$ cat src/rtl/column_feeder.sv
// Column feeder: streams a 32 x 16-bit frame buffer to a column-scanned display,
// one LOAD strobe per column, preceded by an IN_CLR burst at frame start.
module column_feeder #(
    parameter int CLR_CYCLES = 2,
    parameter int LOAD_HIGH  = 4,
    parameter int LOAD_LOW   = 4
) (
    input  logic        CLK,
    input  logic        RESET,
    input  logic        wr_en,
    input  logic [4:0]  wr_addr,
    input  logic [15:0] wr_data,
    input  logic        START,
    input  logic        CONT,
    output logic [15:0] out_column,
    output logic        LOAD,
    output logic        IN_CLR,
    output logic [4:0]  col_idx,
    output logic        BUSY,
    output logic        DONE,
    output logic [2:0]  state_dbg
);

    // Protocol: START is a level sampled only in IDLE (no ready; ignored while BUSY).
    // wr_en writes are always accepted on the same edge. CONT is sampled once, on the
    // edge that ends the last LOAD-low cycle of column 31.
    localparam logic [2:0] S_IDLE  = 3'd0;
    localparam logic [2:0] S_CLEAR = 3'd1;
    localparam logic [2:0] S_SETUP = 3'd2;
    localparam logic [2:0] S_LHI   = 3'd3;
    localparam logic [2:0] S_LLO   = 3'd4;
    localparam logic [2:0] S_FIN   = 3'd5;

    localparam logic [3:0] CLR_LAST = 4'(CLR_CYCLES - 1);
    localparam logic [3:0] HI_LAST  = 4'(LOAD_HIGH - 1);
    localparam logic [3:0] LO_LAST  = 4'(LOAD_LOW - 1);

    logic [2:0]  state_q, state_d;
    logic [3:0]  cnt_q, cnt_d;
    logic [4:0]  col_q, col_d;
    logic [4:0]  col_next;
    logic [15:0] out_q, out_d;
    logic        load_q, load_d;
    logic        in_clr_q, in_clr_d;
    logic        busy_q, busy_d;
    logic        done_q, done_d;
    logic [15:0] mem_q [32];
    logic [15:0] mem_d [32];

    assign col_next = col_q + 5'd1;

    // The counter holds "cycles remaining minus one" and is reloaded on every state entry.
    always_comb begin
        state_d = state_q;
        cnt_d   = cnt_q;
        col_d   = col_q;
        out_d   = out_q;
        case (state_q)
            S_IDLE: begin
                if (START) begin
                    state_d = S_CLEAR;
                    cnt_d   = CLR_LAST;
                    col_d   = 5'd0;
                end
            end
            S_CLEAR: begin
                if (cnt_q == 4'd0) begin
                    state_d = S_SETUP;
                    cnt_d   = 4'd0;
                    out_d   = mem_q[col_q];
                end else begin
                    cnt_d = cnt_q - 4'd1;
                end
            end
            S_SETUP: begin
                state_d = S_LHI;
                cnt_d   = HI_LAST;
            end
            S_LHI: begin
                if (cnt_q == 4'd0) begin
                    state_d = S_LLO;
                    cnt_d   = LO_LAST;
                end else begin
                    cnt_d = cnt_q - 4'd1;
                end
            end
            S_LLO: begin
                if (cnt_q == 4'd0) begin
                    cnt_d = 4'd0;
                    if (col_q != 5'd31) begin
                        state_d = S_SETUP;
                        col_d   = col_next;
                        out_d   = mem_q[col_next];
                    end else begin
                        col_d = 5'd0;
                        if (CONT) begin
                            state_d = S_SETUP;
                            out_d   = mem_q[5'd0];
                        end else begin
                            state_d = S_FIN;
                        end
                    end
                end else begin
                    cnt_d = cnt_q - 4'd1;
                end
            end
            S_FIN: begin
                state_d = S_IDLE;
                cnt_d   = 4'd0;
            end
            default: begin
                state_d = S_IDLE;
                cnt_d   = 4'd0;
                col_d   = 5'd0;
            end
        endcase
    end

    // Strobes are decoded from the next state so they are flops aligned with the state.
    always_comb begin
        load_d   = (state_d == S_LHI);
        in_clr_d = (state_d == S_CLEAR);
        done_d   = (state_d == S_FIN);
        busy_d   = (state_d != S_IDLE);
    end

    // Reads above use mem_q, so a same-edge write to the SETUP entry presents old data.
    always_comb begin
        for (int i = 0; i < 32; i++) begin
            mem_d[i] = mem_q[i];
        end
        if (wr_en) begin
            mem_d[wr_addr] = wr_data;
        end
    end

    always_ff @(posedge CLK or posedge RESET) begin
        if (RESET) begin
            state_q  <= S_IDLE;
            cnt_q    <= 4'd0;
            col_q    <= 5'd0;
            out_q    <= 16'h0000;
            load_q   <= 1'b0;
            in_clr_q <= 1'b0;
            busy_q   <= 1'b0;
            done_q   <= 1'b0;
            for (int i = 0; i < 32; i++) begin
                mem_q[i] <= 16'h0000;
            end
        end else begin
            state_q  <= state_d;
            cnt_q    <= cnt_d;
            col_q    <= col_d;
            out_q    <= out_d;
            load_q   <= load_d;
            in_clr_q <= in_clr_d;
            busy_q   <= busy_d;
            done_q   <= done_d;
            for (int i = 0; i < 32; i++) begin
                mem_q[i] <= mem_d[i];
            end
        end
    end

    assign out_column = out_q;
    assign LOAD       = load_q;
    assign IN_CLR     = in_clr_q;
    assign col_idx    = col_q;
    assign BUSY       = busy_q;
    assign DONE       = done_q;
    assign state_dbg  = state_q;

endmodule

$ cat config.mk
export PLATFORM = sky130hd
export DESIGN_NAME = column_feeder
export DESIGN_NICKNAME = d
export VERILOG_FILES = /design/src/rtl/column_feeder.sv
export SDC_FILE = /design/constraint.sdc
export NUM_CORES = 1
export LEC_CHECK = 0
export CAP_MARGIN = 20
export CORE_MARGIN = 5
export CORE_UTILIZATION = 50
export CTS_CLUSTER_SIZE = 24
export DETAILED_ROUTE_END_ITERATION = 10
export GPL_TIMING_DRIVEN = 1
export HOLD_SLACK_MARGIN = 0.06
export PLACE_DENSITY = 0.66
export SLEW_MARGIN = 20
export SYNTH_ARGS = -nofsm -noshare
export SYNTH_HDL_FRONTEND = slang
export SYNTH_SLANG_ARGS = --single-unit
$ cat constraint.sdc
create_clock -name CLK -period 32.5 [get_ports CLK]
set_clock_uncertainty 0.05 [all_clocks]
set_input_delay 6.5 -clock CLK [delete_from_list [all_inputs] [get_ports CLK]]
set_output_delay 6.5 -clock CLK [all_outputs]
set_load 0.01 [all_outputs]
==> results of run 1 <==
layer usage:
metal / global-route usage, % / part of all wire (%)
met5: 0 / 0
met4: 10.7 / 4.2
met3: 5.00 / 7.2
met2: 42.9 / 49
met1: 35.2 / 40
stage by stage:
stage	total power, W	setup WS (ns)
2_1_floorplan	0.00113	10.74
3_3_place_gp	0.00119	22.04
3_5_place_dp	0.00121	21.91
4_1_cts	0.00190	22.59
5_1_grt	0.00197	22.51
6_report	0.00189	23.09
critical path, delay by kind of cell:
kind | cells | cell delay, ns
buffers and inverters | 5 | 3.21
report_power, final:
group / switching [W] / leakage, nW / internal, W
combinational: 0.0000986 / 5.67 / 0.000202
clock: 0.000278 / 0.965 / 0.000409
sequential: 0.0000940 / 6.94 / 0.000806
cells in the final DEF (no fill, tap or decap), drive strengths merged, types with 17 or more instances in the layout:
cell | synthesis | final
clkbuf | 127 | 94
a21oi | 23 | 23
and2 | 17 | 17
mux4 | 246 | 246
a211oi | 20 | 20
a31oi | 23 | 23
clkdlybuf4s50 | 0 | 46
buf | 66 | 66
dfrtp | 544 | 544
nand3 | 64 | 64
nor2 | 41 | 41
nand2 | 196 | 196
mux2 | 512 | 512
worst min path at each step:
stage,from,to,slack [ns],cells after the start
6_report,out_column[4],out_column[4],0.47,2
5_1_grt,mem_q[152],mem_q[152],0.49,1
4_1_cts,mem_q[206],mem_q[206],0.47,1
3_5_place_dp,mem_q[206],mem_q[206],0.46,1
3_3_place_gp,mem_q[322],mem_q[322],0.45,1
2_1_floorplan,mem_q[208],mem_q[208],0.44,1
Yosys cell counts, types with 9 or more instances:
cell / n
a2111oi_0: 11
a211o_1: 11
a211oi_1: 20
a21oi_1: 23
a22o_1: 16
a22oi_1: 9
a31oi_1: 23
and2_1: 17
and3_1: 12
buf_2: 50
buf_4: 10
clkbuf_1: 127
dfrtp_1: 544
mux2_2: 512
mux2i_1: 12
mux4_2: 246
nand2_1: 196
nand3_1: 64
nand4_1: 12
nor2_1: 41
o21ai_0: 11
sequential cells by signal, indices dropped and copies added, names as in the netlist:
register and flops:
out_column 16, mem_q 512, col_idx 5, BUSY 1, state_dbg 3, DONE 1, cnt_q 4, IN_CLR 1
LOAD 1
cells by family (layout without fill, tap and decap cells):
kind of cell | after synthesis | after routing | share of synthesized area [%]
flops | 544 | 544 | 47.1
fa+ha+maj | 4 | 4 | 0.173
xor+xnor | 4 | 4 | 0.264
buf+inv | 201 | 229 | 2.98
compound gates | 156 | 156 | 3.95
simple gates | 378 | 378 | 5.94
other cells | 0 | 1 | 0
mux | 770 | 770 | 39.6
cell type report:
cell class	count	area, µm²
fill	4621	25400
multi-input combinational	1312	14500
sequential	544	13600
clock buffer	94	1800
timing repair buffer	112	958
tap	765	957
clock inverter	15	185
inverter	8	37.5
antenna	1	2.50
==> results.yml, run 1 <==
grt:
  grt_pass1_vias: 19800
  overflow: 0
  grt_pass1_wl_um: 126000
  antenna_found_initial: 1
  grt_max_degree: 120
  grt_use_total_pct: 26.3
clocking:
  cts-root-buf: "clkbuf_16"
  cts_buffers: 58
  post-cts-setup-buffers: 0
  tritoncts: "yes"
  clockBufferDepth: 3
  clk_pin_slew_worst_paths_ns: 0.06
  cts_max_level: 2
  cts_hold_buffers: 0
  ctsResizeCount: 0
  clock_latency_ns: 0.63
  clkSinkCount: 544
finish:
  fin_nets: 2066
  drive_above_1_share_pct: 45.4
  utilization_pct: 55.8
  design_area_mm2: 0.0321
  syn_to_final_growth_pct: 11.0
  final_cells: 2851
power:
  ir_worst_vdd_v: 0.0000372
  p_leak_nw: 13.6
  power_density_mw_per_mm2: 58.8
synth:
  synthArstFlopShare_pct: 100
  netlist_top_cells_area: "dfrtp_1 (47%), mux2_2 (20%), mux4_2 (19%)"
  yosys_warnings: 0
  syn_inst: 2057
  avgSynthCellArea_um2: 14.0
  ys_ff_latch: 544
  mappedNetlistNets: 2087
  synth_edf_count: 0
  synth_cell_types: 55
  synth_top_area_share_pct: 47.1
  synth_top_area_cell: "dfrtp_1"
  synth_seq_area_share_pct: 47.1
  ys.flop_type: "dfrtp_1"
  syn_area_mm2: 0.0289
timing:
  fmax_mhz: 106
  rsz0062_at_grt: "false"
  whs_ns: 0.467
  setup_viol: 0
  worst_pin_slew_ns: 1.14
  tns_ns: 0
  fin_crit_ns: 9.41
  max_slew_margin_pct: 23.5
  timing.final.crit_share_pct: 29.0
  finalHoldViolCount: 0
  drv_slew: 0
die:
  pin_count: 54
  start_util_pct: 50.3
  placementRows: 88
  die_width_um: 250
  dieArea_mm2: 0.0627
  die_h_um: 250
  core_mm2: 0.0575
worst_setup_path:
  reg2reg_from: "col_idx[1]"
  rr_endpoint: "out_column[12]"
  path_cells: "clkdlybuf4s50_1 -> inv_8 -> buf_4 -> buf_4 -> buf_6"
  reg2reg_depth: 7
  worstPathRequired_ns: 33.07
  crit_path_end: "col_idx[1]"
  cp-end-kind: "async pin"
  startpoint_type: "input port"
  worstSetupPathType: "input port to async pin"
  cpMostUsedCell: "buf_4"
  critPathArrivalTime_ns: 9.98
  max_stage_delay_ns: 0.78
  slowest_stage: "buf_4"
  ff2ff_setup_slack_ns: 28.12
  crit_fanout: 119
  crit_start: "RESET"
placement:
  placed_area_mm2: 0.0301
  placed_cells: 2741
  port_buffers: 53
  gp_congestion: 0.883
  place.detailed.hpwl_um: 49000
route:
  drc: 0
  drt-total-wl_um: 82300
  routedWlPerCell_um: 28.9
  antenna_left: 0
  first_pass_iters: 6
  routed-via-count: 18800
  vias_per_cell: 6.59
  first_iter_violations: 1692
status:
  status: "finished, final reports clean"
worst_hold_path:
  hold_class: "flop to flop"
flow_run:
  cap_viol_max_count: 0
No activity file was read; power rests on OpenSTA's default activity.
==> run 2, diff against run 1 <==
==> constraint.sdc (replaced) <==
create_clock -name CLK -period 8.8 [get_ports CLK]
set_clock_uncertainty 0.05 [all_clocks]
set_input_delay 1.76 -clock CLK [delete_from_list [all_inputs] [get_ports CLK]]
set_output_delay 1.76 -clock CLK [all_outputs]
set_load 0.01 [all_outputs]
==> run 2 against run 1 <==
Net effect:
- setup slack lost 19 ns
- total power grew to 3.7 times the previous value
- global-route usage about the same
- register-to-register slack worse by 23 ns
- hold slack improved by 0.0069 ns
- routed wire length decreased by 0.22%
- sequential power rose to 3.7 times the previous value
- die area is the same
- first-iteration DRC count increased by 7.6%
- sequential share of layout area hardly changed
- largest cell class unchanged
- highest routed layer is now met5
==> results.yml, run 2 (synthesis gave the netlist of run 1 again) <==
worst_setup_path:
  rr_endpoint: "out_column[9]"
  reg2reg_depth: 6
  cp-end-kind: "output pin"
  crit_fanout: 17
  reg2reg_from: "col_idx[0]"
  slowest_stage: "dfrtp_1"
  critPathArrivalTime_ns: 2.67
  worstSetupPathType: "flop to output pin"
  critPathTopFamily: "buffers and inverters"
  worstPathRequired_ns: 6.99
  path_cells: "buf_4 -> clkdlybuf4s50_1"
  critPathBufInv: 2
  max_stage_delay_ns: 0.99
  ff2ff_setup_slack_ns: 4.71
  startpoint_type: "flop"
grt:
  antenna_found_initial: 3
  grt_use_total_pct: 26.3
  grt_max_degree: 157
  grt_pass1_vias: 19700
  grt_pass1_wl_um: 126000
  overflow: 0
die:
  dieArea_mm2: 0.0627
  placementRows: 88
  pin_count: 54
  start_util_pct: 50.3
  core_mm2: 0.0575
  die_width_um: 250
  die_h_um: 250
worst_hold_path:
  hold_end: "mem_q[452]"
  hp-start: "mem_q[452]"
  hold_class: "flop to flop"
  min_path_cells: 1
flow_run:
  cap_viol_max_count: 0
power:
  power_frac_comb_pct: 15.9
  power_frac_clock_pct: 36.5
  p_switching_w: 0.00174
  ir_worst_vdd_v: 0.000134
  p_int_w: 0.00526
  p_leak_nw: 13.6
  sw_frac_of_total_pct: 24.9
  pwr-share-seq_pct: 47.6
  power_density_mw_per_mm2: 219
route:
  drc: 0
  first_pass_iters: 5
  first_iter_violations: 1820
  antenna_left: 0
  routed-via-count: 18800
  routedWlPerCell_um: 28.9
  drt-total-wl_um: 82200
  vias_per_cell: 6.61
finish:
  largest_register_ffs: 512
  final_cells: 2844
  syn_to_final_growth_pct: 10.9
  final_cell_mix: "dfrtp_1 (542), mux2_2 (512), mux4_2 (246)"
  seq_area_mm2: 0.0136
  multiInputGateArea_mm2: 0.0145
  fin_nets: 2063
  drive_above_1_share_pct: 45.8
  final_common_cell: "dfrtp_1"
  regMostFlops: "mem_q"
  fill_cells: 4632
timing:
  rsz0062_at_grt: "false"
  whs_ns: 0.474
  setup_viol: 0
  drv_slew: 0
  fin_crit_ns: 4.48
  worst_pin_slew_ns: 1.21
  finalHoldViolCount: 0
  max_slew_margin_pct: 19.0
  fmax_mhz: 223
  timing.final.crit_share_pct: 50.9
clocking:
  cts-root-buf: "clkbuf_16"
  ctsResizeCount: 0
  clk_pin_slew_worst_paths_ns: 0.06
  cts_max_level: 2
  clkSinkCount: 544
  tritoncts: "yes"
  clock_latency_ns: 0.62
  cts_hold_buffers: 0
  cts_buffers: 57
  post-cts-setup-buffers: 0
  clockBufferDepth: 3
placement:
  placed_cells: 2738
  port_buffers: 53
  place.detailed.hpwl_um: 49300
  gp_congestion: 0.855
status:
  status: "finished, final reports clean"
## run 2: cell types whose count changed in the layout (fill, tap and decap cells not counted), sizes merged
cell,change
clkbuf,-12
bufinv,+4
clkinv,+3
buf,+5
clkinvlp,-1
clkdlybuf4s50,-7
diode,+1
## run 2: worst max path at each step
stage	start	end	slack [ns]	cells past startpoint
after floorplan	RESET	BUSY	-0.41	1
after global placement	wr_en	mem_q[312]	4.45	4
after detailed placement	wr_en	mem_q[306]	4.41	4
after CTS	col_idx[4]	col_idx[4]	4.33	2
after global routing	col_idx[4]	col_idx[4]	4.33	2
final	col_idx[4]	col_idx[4]	4.32	2
## run 2: power groups by stage
| stage | Combinational, W | Clock, W | Sequential, W |
|---|---|---|---|
| 2_1_floorplan | 0.000916 | 0 | 0.00325 |
| 4_1_cts | 0.00112 | 0.00260 | 0.00332 |
| 3_5_place_dp | 0.00112 | 0 | 0.00337 |
| 5_1_grt | 0.00121 | 0.00270 | 0.00339 |
| 3_3_place_gp | 0.00108 | 0 | 0.00332 |
| 6_report | 0.00111 | 0.00256 | 0.00333 |
## run 2: area by class of cell
type	instances	area share, %
well taps	765	2.99
clock inverters	21	0.992
multi-input cells	1312	45.3
flip-flops and latches	544	42.5
inverters	8	0.105
diodes	2	0.0156
clock buffers	82	5.19
repair buffers	110	2.91
## run 2: worst reg2reg max path: cells and delay by family, from the launching register on
family	cells	cell delay [ns]
flops	1	0.93
mux	1	0.63
buf+inv	2	1.49
compound gates	3	0.85
## run 2: layer usage
layer,track usage (%),wire length (µm)
met3,4.94,5460
met5,0,11
met1,35.1,32700
met4,8.90,3070
met2,43.9,40900
## run 2: per-stage QoR
step | cell area (µm²) | setup WS (ns) | total power [W] | TNS [ns] | utilization, %
6_report | 32000 | 4.32 | 0.00700 | 0 | 55.8
3_3_place_gp | 30100 | 4.45 | 0.00441 | 0 | 52.4
3_5_place_dp | 30100 | 4.41 | 0.00449 | 0 | 52.4
5_1_grt | 32000 | 4.33 | 0.00730 | 0 | 55.8
4_1_cts | 32100 | 4.33 | 0.00705 | 0 | 55.8
2_1_floorplan | 28900 | -0.410 | 0.00416 | -223.00 | -
==> run 3, diff against run 2 <==
==> constraint.sdc (replaced) <==
create_clock -name CLK -period 4.2 [get_ports CLK]
set_clock_uncertainty 0.05 [all_clocks]
set_input_delay 0.84 -clock CLK [delete_from_list [all_inputs] [get_ports CLK]]
set_output_delay 0.84 -clock CLK [all_outputs]
set_load 0.01 [all_outputs]
==> run 3 against run 2 <==
Net effect:
- non-clock buffer count up 36
- global-route usage up 1.2 points
- die area unchanged
- register-to-register slack worse by 3.8 ns
- critical path type unchanged
- critical endpoint is now col_idx[1]
==> results.yml, run 3 (synthesis gave the netlist of run 1 again) <==
status:
  status: "finished, final reports clean"
worst_setup_path:
  slowest_stage: "clkdlybuf4s50_1"
  worstSetupPathType: "flop to output pin"
  max_stage_delay_ns: 0.67
  worstPathRequired_ns: 3.31
  critPathBufInv: 3
  critPathTopFamily: "buffers and inverters"
  startpoint_type: "flop"
  cp-end-kind: "output pin"
  path_cells: "buf_12 -> buf_12 -> clkdlybuf4s50_1"
  crit_fanout: 77
  critPathArrivalTime_ns: 2.64
  cpMostUsedCell: "buf_12"
route:
  drt-total-wl_um: 86200
  first_pass_iters: 5
  routedWlPerCell_um: 29.9
  vias_per_cell: 6.66
  routed-via-count: 19200
  antenna_left: 0
  first_iter_violations: 1645
  drc: 0
power:
  power_density_mw_per_mm2: 452
  ir_worst_vdd_v: 0.000317
  p_leak_nw: 13.8
  power.total_w: 0.0146
finish:
  final_cells: 2880
  design_area_mm2: 0.0324
  drive_above_1_share_pct: 46.3
  final_common_cell: "dfrtp_1"
  utilization_pct: 56.3
  largest_register_ffs: 512
  n_antenna_cell: 0
  syn_to_final_growth_pct: 12.1
  fin_nets: 2100
  final_cell_mix: "dfrtp_1 (542), mux2_2 (512), mux4_2 (246)"
  regMostFlops: "mem_q"
clocking:
  cts_buffers: 58
  clockBufferDepth: 3
  clock_latency_ns: 0.63
  cts-root-buf: "clkbuf_16"
  cts_hold_buffers: 0
  post-cts-setup-buffers: 0
  tritoncts: "yes"
  ctsResizeCount: 0
  cts_max_level: 2
  clkSinkCount: 544
  clk_pin_slew_worst_paths_ns: 0.06
die:
  pin_count: 54
  dieArea_mm2: 0.0627
  die_width_um: 250
  start_util_pct: 50.3
  die_h_um: 250
  placementRows: 88
  core_mm2: 0.0575
timing:
  max_slew_margin_pct: 27.9
  setup_viol: 0
  timing.final.crit_share_pct: 84.1
  finalHoldViolCount: 0
  fmax_mhz: 283
  fin_crit_ns: 3.53
  rsz0062_at_grt: "false"
  worst_pin_slew_ns: 1.08
  drv_slew: 0
  tns_ns: 0
placement:
  placed_area_mm2: 0.0305
  placed_cells: 2775
  gp_congestion: 0.927
  place.detailed.hpwl_um: 54700
  port_buffers: 53
grt:
  grt_pass1_wl_um: 132000
  grt_max_degree: 103
  overflow: 0
  grt_pass1_vias: 20200
  antenna_found_initial: 0
  grt_use_total_pct: 27.5
worst_hold_path:
  hold_class: "flop to flop"
flow_run:
  cap_viol_max_count: 0
==> run 3: changes by cell type in the layout (fill, tap and decap cells not counted), sizes merged <==
cell | before | now
clkbuf | 82 | 91
clkinv | 11 | 9
clkdlybuf4s50 | 39 | 43
clkinvlp | 3 | 2
buf | 71 | 103
bufinv | 8 | 4
diode | 2 | 0
==> run 3: worst paths after layout <==
path	slack, ns	cells past startpoint	start	to
min in group asynchronous	0.64	2	RESET	mem_q[313]
min reg2reg	0.47	1	mem_q[325]	mem_q[325]
max	0.67	3	col_idx[1]	col_idx[1]
max in group asynchronous	2.42	4	RESET	mem_q[95]
max reg2reg	0.96	9	col_idx[0]	out_column[14]
min	0.47	1	mem_q[325]	mem_q[325]
==> run 3: layout make-up <==
type	count	area [µm²]
clock buffers	91	1750
clock inverters	14	176
fillers	4595	25100
inverters	8	33.8
multi-input cells	1312	14500
flip-flops and latches	544	13600
well taps	765	957
repair buffers	146	1350
==> run 3: metrics by stage <==
stage,worst slack [ns],hold slack [ns]
3_5_place_dp,0.846,0.460
2_1_floorplan,-4.09,0.441
5_1_grt,0.550,0.488
6_report,0.666,0.474
4_1_cts,0.589,0.475
3_3_place_gp,0.940,0.450
==> run 3: routing by layer <==
layer	track usage (%)	vias to the layer above	wire length, µm
li1	-	7869	-
met1	36.9	10300	34200
met2	44.7	822	41900
met3	5.09	214	5850
met4	11.7	0	4240
met5	0	-	0
==> run 3: power breakdown <==
part           switching, W  internal, W
clock network       0.00214      0.00308
logic              0.000819      0.00158
registers          0.000778      0.00624
total               0.00374       0.0109
